File: src/rtl/instruction_fetch_unit.sv
// Opcode fetch front-end for the microcode sequencer: reads an opcode (optionally escape-prefixed)
// into ir/ir_page. Optional memory-wait timeout enabled with `define FETCH_TIMEOUT_EN.
module instruction_fetch_unit #(
  parameter logic [7:0] ESC_OPCODE = 8'hFD,
  parameter int         MAX_WAIT   = 15
) (
  input  logic       i_clk,
  input  logic       i_arst_n,
  input  logic       i_fetch_start,
  input  logic       i_flush,
  input  logic [7:0] i_mem_data,
  input  logic       i_mem_ready,
  output logic       o_mem_rd,
  output logic       o_pc_inc,
  output logic [7:0] o_ir,
  output logic       o_ir_page,
  output logic       o_ir_valid,
  output logic       o_busy,
  output logic       o_fetch_err
);

  typedef enum logic [1:0] {IDLE, REQ, DONE} state_t;

  state_t     r_state;
  logic       r_esc;
  logic [7:0] r_ir;
  logic       r_ir_page;
  logic       w_in_req;
  logic       w_timeout;

  if (MAX_WAIT < 1) begin : g_bad_max_wait
    $error("instruction_fetch_unit: MAX_WAIT must be at least 1");
  end

  assign w_in_req = (r_state == REQ);

`ifdef FETCH_TIMEOUT_EN
  localparam int CW = ($clog2(MAX_WAIT + 1) > 4) ? $clog2(MAX_WAIT + 1) : 4;

  logic [CW-1:0] r_wait_cnt;

  // Timeout fires on the wait cycle that would push the count past MAX_WAIT.
  assign w_timeout = w_in_req & ~i_mem_ready & ~i_flush & (r_wait_cnt == CW'(MAX_WAIT));

  always_ff @(posedge i_clk or negedge i_arst_n) begin
    if (!i_arst_n)
      r_wait_cnt <= '0;
    else if (w_in_req && !i_mem_ready && !i_flush && !w_timeout)
      r_wait_cnt <= r_wait_cnt + 1'b1;
    else
      r_wait_cnt <= '0;
  end
`else
  assign w_timeout = 1'b0;
`endif

  always_ff @(posedge i_clk or negedge i_arst_n) begin
    if (!i_arst_n) begin
      r_state   <= IDLE;
      r_esc     <= 1'b0;
      r_ir      <= 8'h00;
      r_ir_page <= 1'b0;
    end else if (i_flush) begin
      r_state <= IDLE;
      r_esc   <= 1'b0;
    end else begin
      case (r_state)
        IDLE: if (i_fetch_start) begin
          r_state <= REQ;
          r_esc   <= 1'b0;
        end
        REQ: if (w_timeout) begin
          r_state <= IDLE;
          r_esc   <= 1'b0;
        end else if (i_mem_ready) begin
          // A second escape byte is taken as the opcode itself, never as another prefix.
          if (i_mem_data == ESC_OPCODE && !r_esc) begin
            r_esc <= 1'b1;
          end else begin
            r_ir      <= i_mem_data;
            r_ir_page <= r_esc;
            r_state   <= DONE;
          end
        end
        DONE: r_state <= IDLE;
        default: r_state <= IDLE;
      endcase
    end
  end

  assign o_mem_rd    = w_in_req;
  assign o_pc_inc    = w_in_req & i_mem_ready & ~i_flush;
  assign o_ir        = r_ir;
  assign o_ir_page   = r_ir_page;
  assign o_ir_valid  = (r_state == DONE);
  assign o_busy      = (r_state != IDLE);
  assign o_fetch_err = w_timeout;

endmodule

File: config.mk
export PLATFORM = sky130hd
export DESIGN_NAME = instruction_fetch_unit
export DESIGN_NICKNAME = d
export VERILOG_FILES = /design/src/rtl/instruction_fetch_unit.sv
export SDC_FILE = /design/constraint.sdc
export NUM_CORES = 1
export LEC_CHECK = 0
export CAP_MARGIN = 0
export CORE_MARGIN = 1
export CORE_UTILIZATION = 40
export DETAILED_ROUTE_END_ITERATION = 12
export PLACE_DENSITY = 0.85
export SYNTH_ARGS = -nofsm -noshare
export SYNTH_HDL_FRONTEND = slang
export SYNTH_SLANG_ARGS = --single-unit
File: constraint.sdc
create_clock -name i_clk -period 1.7 [get_ports i_clk]
set_input_delay 0.17 -clock i_clk [delete_from_list [all_inputs] [get_ports i_clk]]
set_output_delay 0.17 -clock i_clk [all_outputs]
set_load 0.01 [all_outputs]
# ---- Word level (Yosys, flattened, before mapping)
# Index checks and enable logic that the tools add are counted.
dict set report totals {
  output_inout_bits 14
  register_bits 12
  inputBits 13
}
dict set report classes {
  reduce_logical 8
  n_mux 10
  eq_ne 7
  bitwise 4
}
# operator n
set ops {}
lappend ops {{!= test 3 bit (second input constant)} 3}
lappend ops {{equality test 8 bit (second input constant)} 1}
lappend ops {{2-to-1 mux 2 bit} 4}
lappend ops {{AND reduction 4 bit} 2}
lappend ops {{2-to-1 mux 1 bit} 4}
lappend ops {{one-hot mux 2 bit (2 select lines)} 1}
lappend ops {{!= test 3 x 2 -> 1 bit (second input constant)} 1}
lappend ops {{AND reduction 3 bit} 1}
lappend ops {{nonzero test 3 bit} 1}
lappend ops {{bitwise AND 1 bit} 2}
lappend ops {{equality test 2 x 1 -> 1 bit (second input constant)} 1}
lappend ops {{equality test 2 bit (second input constant)} 1}
lappend ops {{logical NOT 2 bit} 1}
lappend ops {{inverter 1 bit} 2}
lappend ops {{one-hot mux 1 bit (2 select lines)} 1}
lappend ops {{nonzero test 2 bit} 1}
lappend ops {{logical AND 1 bit} 1}
lappend ops {{logical NOT 1 bit} 1}

# ---- Longest topological paths before layout
dict set report logic_depth {
  depth_word 6
  mapped_depth 4
  ltp_nobuf 3
}

# ---- Worst setup path after synthesis
# No wires, ideal clock.
dict set report synth_path {
  path_kind {flip-flop to flip-flop}
  startpoint {reg r_esc}
  endpoint {reg r_ir[3] (netlist: o_ir[3])}
  setup_time_ps 125
  required_ps 1575
  stages_incl_launch_ff 4
  slack_ps 335
  arrival_time_ps 1240
  path_cell_list {dfrtp_1 nand2b_4 o31ai_4 mux2_4}
}
dict set report synth_between {
  elab_chain_len 4
}
# element line
set synth_lines {}
lappend synth_lines {{from (decl)} 25} ;# logic r_esc;
lappend synth_lines {{from (signal assigned)} 60} ;# r_esc <= 1'b0;
lappend synth_lines {{from (signal assigned)} 65} ;# r_esc <= 1'b0;
lappend synth_lines {{from (signal assigned)} 70} ;# r_esc <= 1'b0;
lappend synth_lines {{logical NOT 1 bit} 77} ;# if (i_mem_data == ESC_OPCODE && !r_esc) begin
lappend synth_lines {{logical AND 1 bit} 77}
lappend synth_lines {{inverter 1 bit (no line)} n/a}
lappend synth_lines {{AND reduction 4 bit (no line)} n/a}
lappend synth_lines {{to (signal assigned)} 80} ;# r_ir <= i_mem_data;
lappend synth_lines {{to (decl)} 26} ;# logic [7:0] r_ir;
# Every way passes these cells.
# A chain may end at the register's enable or synchronous reset.

# ---- Worst setup path after layout
dict set report layout_path {
  startpoint {reg r_state[1]}
  endpoint {out o_busy}
}
dict set report layout_between {
  elab_chain_len 1
}
# element line
set layout_lines {}
lappend layout_lines {{from (decl)} 24} ;# state_t r_state;
lappend layout_lines {{from (signal assigned)} 59} ;# r_state <= IDLE;
lappend layout_lines {{from (signal assigned)} 64} ;# r_state <= IDLE;
lappend layout_lines {{from (signal assigned)} 69} ;# r_state <= REQ;
lappend layout_lines {{nonzero test 2 bit} 96} ;# assign o_busy = (r_state != IDLE);
lappend layout_lines {{to (decl)} 18} ;# output logic o_busy,
# Every way passes these cells.

==> results.py <==
metrics = {
    "place": {
        "place_area_sq_um": 922,
        "gp_congestion": 0.809,
        "io_buffers": 25,
        "post-place-ws_ns": 0.0161,
        "hpwl_um": 1170,
    },
    "synthesis": {
        "syn_inst": 52,
        "syn_area_sq_um": 627,
        "yosys-top-cells-count": "dfrtp_1 (12), inv_1 (4), nor2b_1 (4)",
        "synth_cell_type_count": 24,
        "ys_warn_count": 0,
        "yosys_register_bits": 12,
        "syn-num-nets": 65,
        "avgSynthCellArea_sq_um": 12.1,
        "yosysMostFrequentCell": "dfrtp_1",
        "yosys.area.top_type_share_pct": 47.9,
        "synth_edf_count": 0,
        "yosysTopAreaCell": "dfrtp_1",
        "synth_flop_cell": "dfrtp_1",
        "ys_async_sr_fraction_pct": 100,
        "ys_top_cells_by_area": "dfrtp_1 (48%), mux2_4 (7.2%), mux2i_1 (4.8%), nor2b_1 (4.0%), o31ai_4 (3.4%)",
        "ys_seq_area_share_pct": 47.9,
    },
    "worst_setup_path": {
        "cpLargestDelayFamily": "buffers and inverters",
        "ff2ff_setup_slack_ns": 0.15,
        "cp-endpoint": "o_busy",
        "cp_num_buf_inv": 1,
        "r2r_start": "r_state[1]",
        "crit_start": "r_state[1]",
        "crit_arrival_ns": 1.51,
        "reg2reg_depth": 6,
        "worstSetupPathDepth": 2,
        "crit_path_max_incr_delay_ns": 0.48,
        "cp-end-kind": "output port",
        "crit_fanout": 6,
        "r2r-end": "o_ir_page",
        "critPathSlowestCell": "clkdlybuf4s50_1",
        "cp.required_ns": 1.53,
        "worst_setup_path_start_kind": "flip-flop",
        "crit_chain": "or2_2 > clkdlybuf4s50_1",
        "worst-setup-path-type": "flip-flop to output port",
    },
    "floorplan": {
        "start_util_pct": 45.3,
        "ios": 27,
        "die-area_sq_um": 1730,
        "core_sq_um": 1380,
        "row_count": 13,
        "die_h_um": 41.6,
        "die_w_um": 41.6,
    },
    "clock_network": {
        "clkSlewWorstSetupHoldPaths_ns": 0.08,
        "cts_tree": "done",
        "clock_path_buffers": 2,
        "cts_max_level": 1,
        "cts_root_buf": "clkbuf_4",
        "clock_sinks": 12,
        "clock_latency_ns": 0.28,
        "cts_inserted_buffers": 3,
    },
    "drt": {
        "avgViaCountPerCell": 5.39,
        "drc_errors": 0,
        "vias": 550,
        "first_pass_iters": 4,
        "initialDrtViolationCount": 13,
        "antenna_left": 0,
        "wl_um": 1540,
        "wire_per_inst_um": 15.1,
    },
    "grt": {
        "grt_max_degree": 13,
        "grt_use_total_pct": 18.9,
        "grt_pass1_wl_um": 2440,
        "overflow": 0,
        "grt_pass1_vias": 551,
        "antenna_found_initial": 0,
    },
    "timing": {
        "hold_violations": 0,
        "tightest_slew_ns": 0.526,
        "fmax_mhz": 595,
        "slew_viol_final": 0,
        "finalClockSkew_ns": 0.00634,
        "max-slew-margin-rel_pct": 64.9,
        "period_share_pct": 98.8,
        "setup_viol": 0,
        "period_needed_ns": 1.68,
        "setup_ws_ns": 0.0197,
    },
    "pwr": {
        "p_per_area_nw_per_um2": 945,
        "irDropWorstVdd_uv": 527,
        "leakage_uw": 0.000441,
    },
    "job": {
        "cap_violations": 0,
    },
    "final_layout": {
        "fill_cells": 98,
        "drive_gt1_share_pct": 26.4,
        "final_nets": 101,
        "area_growth_pct": 55.5,
        "stdcell_area_sq_um": 975,
        "diodes": 0,
    },
    "status": {
        "status": "completed",
    },
    "min_path": {
        "hp-class": "primary input to asynchronous set/reset pin",
    },
}
==> timing repair <==
action,CTS,global route
endpoints found under the setup margin,1,1
resized for setup,1,2
hold buffers,0,0
setup buffers,1,1
pin swaps,1,0
==> through the flow <==
step           util [%]  power [uW]  hold WS (ns)  TNS (ns)  std cells
2_1_floorplan         -         501        -0.126         0         52
3_3_place_gp       66.7         676         0.498         0         96
3_5_place_dp       66.7         688         0.496         0         96
4_1_cts            69.8         924         0.246         0        101
5_1_grt            70.5         970         0.281  -0.00677        102
6_report           70.5         921         0.226         0        102
==> registers in the layout, summed over array words and instances (netlist names) <==
register	count
o_ir	8
o_ir_page	1
r_esc	1
r_state	2
==> power breakdown <==
part / internal (uW) / switching, uW / leakage, uW
registers: 342 / 43.6 / 0.000147
logic: 191 / 110 / 0.000273
clock network: 131 / 103 / 0.0000210
==> cells in the final DEF, fill, tap and decap left out, drive strengths merged <==
master / Yosys / layout
or2: 1 / 1
a21oi: 3 / 3
o31ai: 1 / 1
nor4: 1 / 1
dlygate4sd2: 0 / 1
clkbuf: 0 / 4
nand2b: 1 / 1
a22o: 2 / 2
clkdlybuf4s50: 0 / 24
nor2b: 4 / 4
mux2i: 3 / 3
a31oi: 1 / 1
buf: 2 / 8
nor2: 3 / 3
or3: 1 / 1
dfrtp: 12 / 12
inv: 4 / 4
nand3b: 1 / 1
and4bb: 1 / 1
o21ai: 3 / 3
mux2: 3 / 3
a221oi: 1 / 1
conb: 1 / 1
nor3b: 2 / 2
nand4: 1 / 1
==> per-layer routing <==
| metal | global-route usage [%] | part of all wire, % | wire length [um] |
|---|---|---|---|
| met2 | 31.6 | 51 | 779 |
| met5 | 0 | 0 | 0 |
| met4 | 3.87 | 0.91 | 14 |
| met3 | 8.70 | 6.8 | 105 |
| met1 | 22.2 | 42 | 643 |
==> layout make-up <==
type | count | area [sq um] | area share (%)
Clock buffer | 4 | 36.3 | 3.72
Inverter | 4 | 15.0 | 1.54
Multi-Input combinational cell | 34 | 293 | 30.0
Sequential cell | 12 | 303 | 31.1
Tap cell | 15 | 18.8 | 1.93
Timing Repair Buffer | 33 | 309 | 31.7
==> cell families (layout without fill, tap and decap cells) <==
| group | after synthesis | in the layout | synth area share (%) |
|---|---|---|---|
| AND/OR/NAND/NOR | 16 | 16 | 19.6 |
| AO/OA/AOI/OAI | 11 | 11 | 14.6 |
| multiplexers | 6 | 6 | 12.0 |
| other | 1 | 1 | 0.598 |
| flip-flops | 12 | 12 | 47.9 |
| buffers and inverters | 6 | 41 | 5.39 |
==> worst min path at each step <==
stage	depth (start not counted)	from	endpoint
after floorplan	0	i_arst_n	o_ir[0]
after detailed placement	1	o_ir[1]	o_ir[1]
after global placement	1	o_ir_page	o_ir_page
after global routing	1	i_arst_n	o_ir_page
final	1	i_arst_n	o_ir_page
after CTS	1	i_arst_n	r_state[1]
No activity file was read; power rests on OpenSTA's default activity.
